[src/rtl/riscv_pkg.sv]
// Shared register-file parameters and debug-master FSM encoding.
// Latency: n/a (types and constants only).
// Backpressure: n/a.
package riscv_pkg;

    localparam int RF_DATA_WIDTH = 32;
    localparam int RF_ADDR_WIDTH = 5;
    localparam int RF_REG_COUNT  = 32;

    // Debug master states. IDLE passes the core through to the register file.
    // Every other state owns the register-file ports and stalls the core.
    typedef enum logic [2:0] {
        DBG_IDLE  = 3'd0,
        DBG_READ  = 3'd1,
        DBG_WRITE = 3'd2,
        DBG_CLEAR = 3'd3,
        DBG_RESP  = 3'd4
    } dbg_state_e;

endpackage

[src/rtl/regfile_debug_master.sv]
// Debug port that steals the register-file ports from the core for read, write and clear-all commands.
// Latency: read/write respond 2 edges after accept; clear responds REG_COUNT edges after accept.
// Backpressure: one request in flight; req_ready low from accept until the response is taken with rsp_ready.
module regfile_debug_master
    import riscv_pkg::*;
#(
    parameter int DATA_WIDTH = RF_DATA_WIDTH,
    parameter int ADDR_WIDTH = RF_ADDR_WIDTH,
    parameter int REG_COUNT  = RF_REG_COUNT
) (
    input  logic                  clk,
    input  logic                  rst,

    input  logic                  req_valid,
    output logic                  req_ready,
    input  logic                  req_write,
    input  logic                  req_clear,
    input  logic [ADDR_WIDTH-1:0] req_addr,
    input  logic [DATA_WIDTH-1:0] req_wdata,

    output logic                  rsp_valid,
    input  logic                  rsp_ready,
    output logic [DATA_WIDTH-1:0] rsp_rdata,

    input  logic                  core_we3,
    input  logic [ADDR_WIDTH-1:0] core_a3,
    input  logic [DATA_WIDTH-1:0] core_wd3,
    input  logic [ADDR_WIDTH-1:0] core_a1,
    output logic [DATA_WIDTH-1:0] core_rd1,
    output logic                  core_halt,

    output logic                  rf_we3,
    output logic [ADDR_WIDTH-1:0] rf_a3,
    output logic [DATA_WIDTH-1:0] rf_wd3,
    output logic [ADDR_WIDTH-1:0] rf_a1,
    input  logic [DATA_WIDTH-1:0] rf_rd1
);

    localparam logic [ADDR_WIDTH-1:0] CNT_FIRST = ADDR_WIDTH'(1);
    localparam logic [ADDR_WIDTH-1:0] CNT_LAST  = ADDR_WIDTH'(REG_COUNT - 1);

    dbg_state_e            state_q, state_d;
    logic [ADDR_WIDTH-1:0] addr_q, addr_d;
    logic [DATA_WIDTH-1:0] wdata_q, wdata_d;
    logic [ADDR_WIDTH-1:0] cnt_q, cnt_d;
    logic [DATA_WIDTH-1:0] rsp_rdata_q, rsp_rdata_d;
    logic                  rsp_valid_q, rsp_valid_d;
    logic                  core_halt_q, core_halt_d;

    // An address beyond the implemented registers must never be written;
    // such a write is serviced as a read so the caller sees what the file returns.
    logic [31:0] req_addr_ext;
    logic        req_addr_oob;
    assign req_addr_ext = 32'(req_addr);
    assign req_addr_oob = (req_addr_ext >= 32'(REG_COUNT));

    // Next-state logic: accept in IDLE, execute for one cycle (or sweep for clear), then hold the response.
    always_comb begin
        state_d     = state_q;
        addr_d      = addr_q;
        wdata_d     = wdata_q;
        cnt_d       = cnt_q;
        rsp_rdata_d = rsp_rdata_q;
        case (state_q)
            DBG_IDLE: begin
                if (req_valid) begin
                    addr_d  = req_addr;
                    wdata_d = req_wdata;
                    if (req_clear) begin
                        state_d = DBG_CLEAR;
                        cnt_d   = CNT_FIRST;
                    end else if (req_write && !req_addr_oob) begin
                        state_d = DBG_WRITE;
                    end else begin
                        state_d = DBG_READ;
                    end
                end
            end
            DBG_READ: begin
                rsp_rdata_d = rf_rd1;
                state_d     = DBG_RESP;
            end
            DBG_WRITE: begin
                rsp_rdata_d = wdata_q;
                state_d     = DBG_RESP;
            end
            DBG_CLEAR: begin
                if (cnt_q == CNT_LAST) begin
                    cnt_d       = CNT_FIRST;
                    rsp_rdata_d = '0;
                    state_d     = DBG_RESP;
                end else begin
                    cnt_d = cnt_q + CNT_FIRST;
                end
            end
            DBG_RESP: begin
                if (rsp_ready) begin
                    state_d = DBG_IDLE;
                end
            end
            default: begin
                state_d = DBG_IDLE;
            end
        endcase
        rsp_valid_d = (state_d == DBG_RESP);
        core_halt_d = (state_d != DBG_IDLE);
    end

    // State and registered outputs; reset abandons any sweep in progress without a response.
    always_ff @(posedge clk) begin
        if (rst) begin
            state_q     <= DBG_IDLE;
            addr_q      <= '0;
            wdata_q     <= '0;
            cnt_q       <= CNT_FIRST;
            rsp_rdata_q <= '0;
            rsp_valid_q <= 1'b0;
            core_halt_q <= 1'b0;
        end else begin
            state_q     <= state_d;
            addr_q      <= addr_d;
            wdata_q     <= wdata_d;
            cnt_q       <= cnt_d;
            rsp_rdata_q <= rsp_rdata_d;
            rsp_valid_q <= rsp_valid_d;
            core_halt_q <= core_halt_d;
        end
    end

    // Register-file port mux: core owns the ports in IDLE, the FSM owns them otherwise.
    always_comb begin
        rf_we3 = 1'b0;
        rf_a3  = core_a3;
        rf_wd3 = core_wd3;
        rf_a1  = core_a1;
        case (state_q)
            DBG_IDLE: begin
                rf_we3 = core_we3;
            end
            DBG_READ: begin
                rf_a1 = addr_q;
            end
            DBG_WRITE: begin
                rf_a3  = addr_q;
                rf_wd3 = wdata_q;
                rf_we3 = (addr_q != '0);
            end
            DBG_CLEAR: begin
                rf_a3  = cnt_q;
                rf_wd3 = '0;
                rf_we3 = 1'b1;
            end
            default: begin
                rf_we3 = 1'b0;
            end
        endcase
        // Reset must suppress every write, including a pending sweep step.
        if (rst) begin
            rf_we3 = 1'b0;
        end
    end

    assign req_ready = (state_q == DBG_IDLE);
    assign rsp_valid = rsp_valid_q;
    assign rsp_rdata = rsp_rdata_q;
    assign core_halt = core_halt_q;
    assign core_rd1  = rf_rd1;

endmodule

[config.mk]
export PLATFORM = sky130hd
export DESIGN_NAME = regfile_debug_master
export DESIGN_NICKNAME = d
export VERILOG_FILES = /design/src/rtl/riscv_pkg.sv /design/src/rtl/regfile_debug_master.sv
export SDC_FILE = /design/constraint.sdc
export NUM_CORES = 1
export LEC_CHECK = 0
export BUFFER_PORTS_ARGS = -buffer_cell sky130_fd_sc_hd__buf_2
export CAP_MARGIN = 10
export CORE_MARGIN = 4
export CORE_UTILIZATION = 40
export DETAILED_ROUTE_END_ITERATION = 10
export PLACE_DENSITY = 0.74
export SLEW_MARGIN = 10
export SYNTH_ARGS = -nofsm -noshare
export SYNTH_HDL_FRONTEND = slang
export SYNTH_SLANG_ARGS = --single-unit
[constraint.sdc]
create_clock -name clk -period 3.53 [get_ports clk]
set_input_delay 0 -clock clk [delete_from_list [all_inputs] [get_ports clk]]
set_output_delay 0 -clock clk [all_outputs]
set_load 0.1 [all_outputs]
==> run metrics <==
Post-Synthesis Cells 502; Least-Margin Pin Slew 0.9930 ns; CTS tree yes; Final HPWL DP ~10000 um; grt ovf 0; largest net degree at the start of global routing 45; hold_sp rsp_ready; Clock Power Share 0.194; CP endpoint kind primary output; Synth Area in Compound Gates 0.3126; CTS sink cnt slightly below 80; gpl congestion approximately 0.82; DR WL/cell around 17 um; CTS Buf Count 9; synthesis-to-finish area growth 49.91%; Data arrival, critical path 2.77 ns; drt total wl between 10000 and 15000 um; Die Area between 10000 and 15000 um^2; DIE WIDTH 108.7 um; power per cell area between 500 and 600 nW/um^2; initial antenna violation count 0; Routed Antenna Nets 0; max-slew violations 0; worst skew pair latency 0.34 ns; setup_tns 0 ns; crit path time final 2.765 ns; FF-to-FF End rsp_rdata[23]$_SDFFE_PP0P_; dpl cells 793; Sw Share 0.4856; row count 36; GRT Resource Usage Total 0.2410; root buf cell clkbuf_8; post-synth cell types 36; hold path depth 3; sw power between 1.5 and 2 mW; global-route wire length before repair ~22000 um; worst r2r src state_q[1]$_SDFF_PP0_; Final Cycle Share 0.7833; via count 4574; CP required 3.53 ns; register area share after synthesis 0.3896; R2R cell count 4; largest family of logic cells by synthesized area compound AO/OA/AOI/OAI gates; XOR/XNOR Fraction of Synth Area 0.002158; post-synthesis mux area share 0.02620; Post-synth ARST share 0; Die Height approximately 110 um; DRT Pass-1 Iters 4; Adder-Cell Fraction of Synth Area 0.006165; DRC viols 0; Hold Path Class primary input to register; total power about 3.4 mW; sequential power share 0.312; port buffer count 227; clock-pin slew on the worst setup and hold paths 0.07 ns; RSZ-0062 raised after global routing false; crit-path max FO 24; Post-synth EDFFs 0; dominant synthesized flop cell dfxtp_1; core outline area between 9000 and 10000 um^2; mean post-synth cell area 8.085 um^2; Clock Path Buffers 2; nets@finish 830; worst slack, placed 1.010 ns; Mapped Area between 4000 and 5000 um^2; Synthesis Warnings 0; count of final setup violators 0; leakage 2.807 nW; PnR worst setup slack 0.7649 ns; Iter 0 DRT Violations 252; post-CTS setup buffer count 0; Worst VDD drop roughly 0.33 mV; vias in the first global route roughly 4400; Final Non-Filler Cells approximately 850; Pint ~1.8 mW; Vias/cell around 5.4; share of cells above drive strength 1 0.4168; simple-gate share of the synthesized area 0.1477; Storage cell area between 1500 and 2000 um^2; Max-cap violations 0; Clock Skew ~0.011 ns; Setup crit start kind register; Post-Syn Nets 622; #FFs+latches synth 79; CTS H-tree depth 3; diode count 0; status finished, final reports clean; fillers approximately 860; Max Clk Rate 361.7 MHz; Ports 228; WS Path Type register to primary output; R2R setup slack 0.94 ns; Initial Util 0.4134; combinational share of power 0.493; Hold Path End state_q[2]$_SDFF_PP0_; max_slew headroom 0.3371; WHS 0.02285 ns; final hold violations 0; footprint of the multi-input gates between 2000 and 2500 um^2
[worst max-delay path: stages, from the launching register on]
cell,delay [ns]
dfxtp_2,0.62
buf_4,0.38
inv_1,0.10
nor3_1,0.60
mux2_2,0.29
buf_2,0.42
[cells in the mapped netlist (3+ instances only)]
cell type | count | share of area
nand2b_1 | 3 | 0.0046
buf_4 | 33 | 0.061
nor2_1 | 37 | 0.034
mux2i_1 | 5 | 0.012
a22o_1 | 34 | 0.073
mux2_2 | 5 | 0.014
o221a_2 | 30 | 0.083
nand2_1 | 83 | 0.077
dfxtp_1 | 79 | 0.39
a21oi_1 | 77 | 0.095
o21ai_0 | 40 | 0.049
clkbuf_1 | 29 | 0.027
buf_2 | 15 | 0.018
nor3_1 | 5 | 0.0062
[power by group through the flow]
stage / clock network, mW / registers, mW / logic [mW]
after global placement: 0 / 1.09 / 1.65
after global routing: 0.729 / 1.09 / 1.77
final: 0.670 / 1.08 / 1.70
after detailed placement: 0 / 1.10 / 1.67
after floorplan: 0 / 1.46 / 0.904
after CTS: 0.684 / 1.08 / 1.70
[cell families after synthesis]
group	Yosys count
compound gates	186
simple gates	141
buf+inv	83
flops	79
mux	10
fa+ha+maj	2
xor+xnor	1
[state kept, by name (all words and copies together), names as in the netlist]
signal / count
state_q: 3
cnt_q: 5
addr_q: 5
core_halt: 1
rsp_rdata: 32
rsp_valid: 1
wdata_q: 32
[worst max-delay path by stage]
stage	startpoint	to	slack (ns)
after global routing	state_q[1]$_SDFF_PP0_	rf_wd3[21]	0.59
final	state_q[0]$_SDFF_PP0_	rf_a1[4]	0.76
after floorplan	state_q[0]$_SDFF_PP0_	addr_q[0]$_SDFFE_PP0P_	0.09
after global placement	state_q[1]$_SDFF_PP0_	rsp_rdata[19]$_SDFFE_PP0P_	1.08
after detailed placement	state_q[1]$_SDFF_PP0_	rsp_rdata[21]$_SDFFE_PP0P_	1.01
after CTS	state_q[0]$_SDFF_PP0_	rf_a1[0]	0.78
[cell type report]
class | instances | area share
multi-input cells | 340 | 0.3323
inverters | 3 | 0.001851
flip-flops and latches | 79 | 0.2603
well taps | 133 | 0.02735
clock inverters | 5 | 0.009459
clock buffers | 11 | 0.02324
repair buffers | 277 | 0.3455
[stage by stage]
step,utilization,instance area [um^2]
after CTS,0.6196,6085
after floorplan,-,4065
after global placement,0.5596,5495
final,0.6196,6085
after detailed placement,0.5596,5495
after global routing,0.6196,6085
[cell usage in the layout (no fill, tap or decap), types with 2 or more instances in the layout]
master         count
mux2_2             5
nor2_1            36
dfxtp_1           77
dlygate4sd3_1     39
a22o_1            34
buf_12            33
inv_1              2
o221a_1            2
mux2i_1            5
o21ai_0           40
clkbuf_8          10
o21a_1             2
nand2_1           83
buf_4             10
buf_2            195
clkinvlp_4         3
dfxtp_2            2
ha_1               2
a21oi_1           77
o221a_2           30
nor3_1             5
nand2b_2           2
[layer usage]
layer | global-route usage | share of wire
met1 | 0.2941 | 0.40
met2 | 0.4316 | 0.51
met3 | 0.03552 | 0.075
met4 | 0.08206 | 0.019
met5 | 0 | 0
[what timing repair did]
item,in CTS,in global routing
hold endpoints to repair,39,0
setup endpoints to repair,0,0
gates resized for setup,0,0
hold buffers,39,0
No activity file was read; power rests on OpenSTA's default activity.
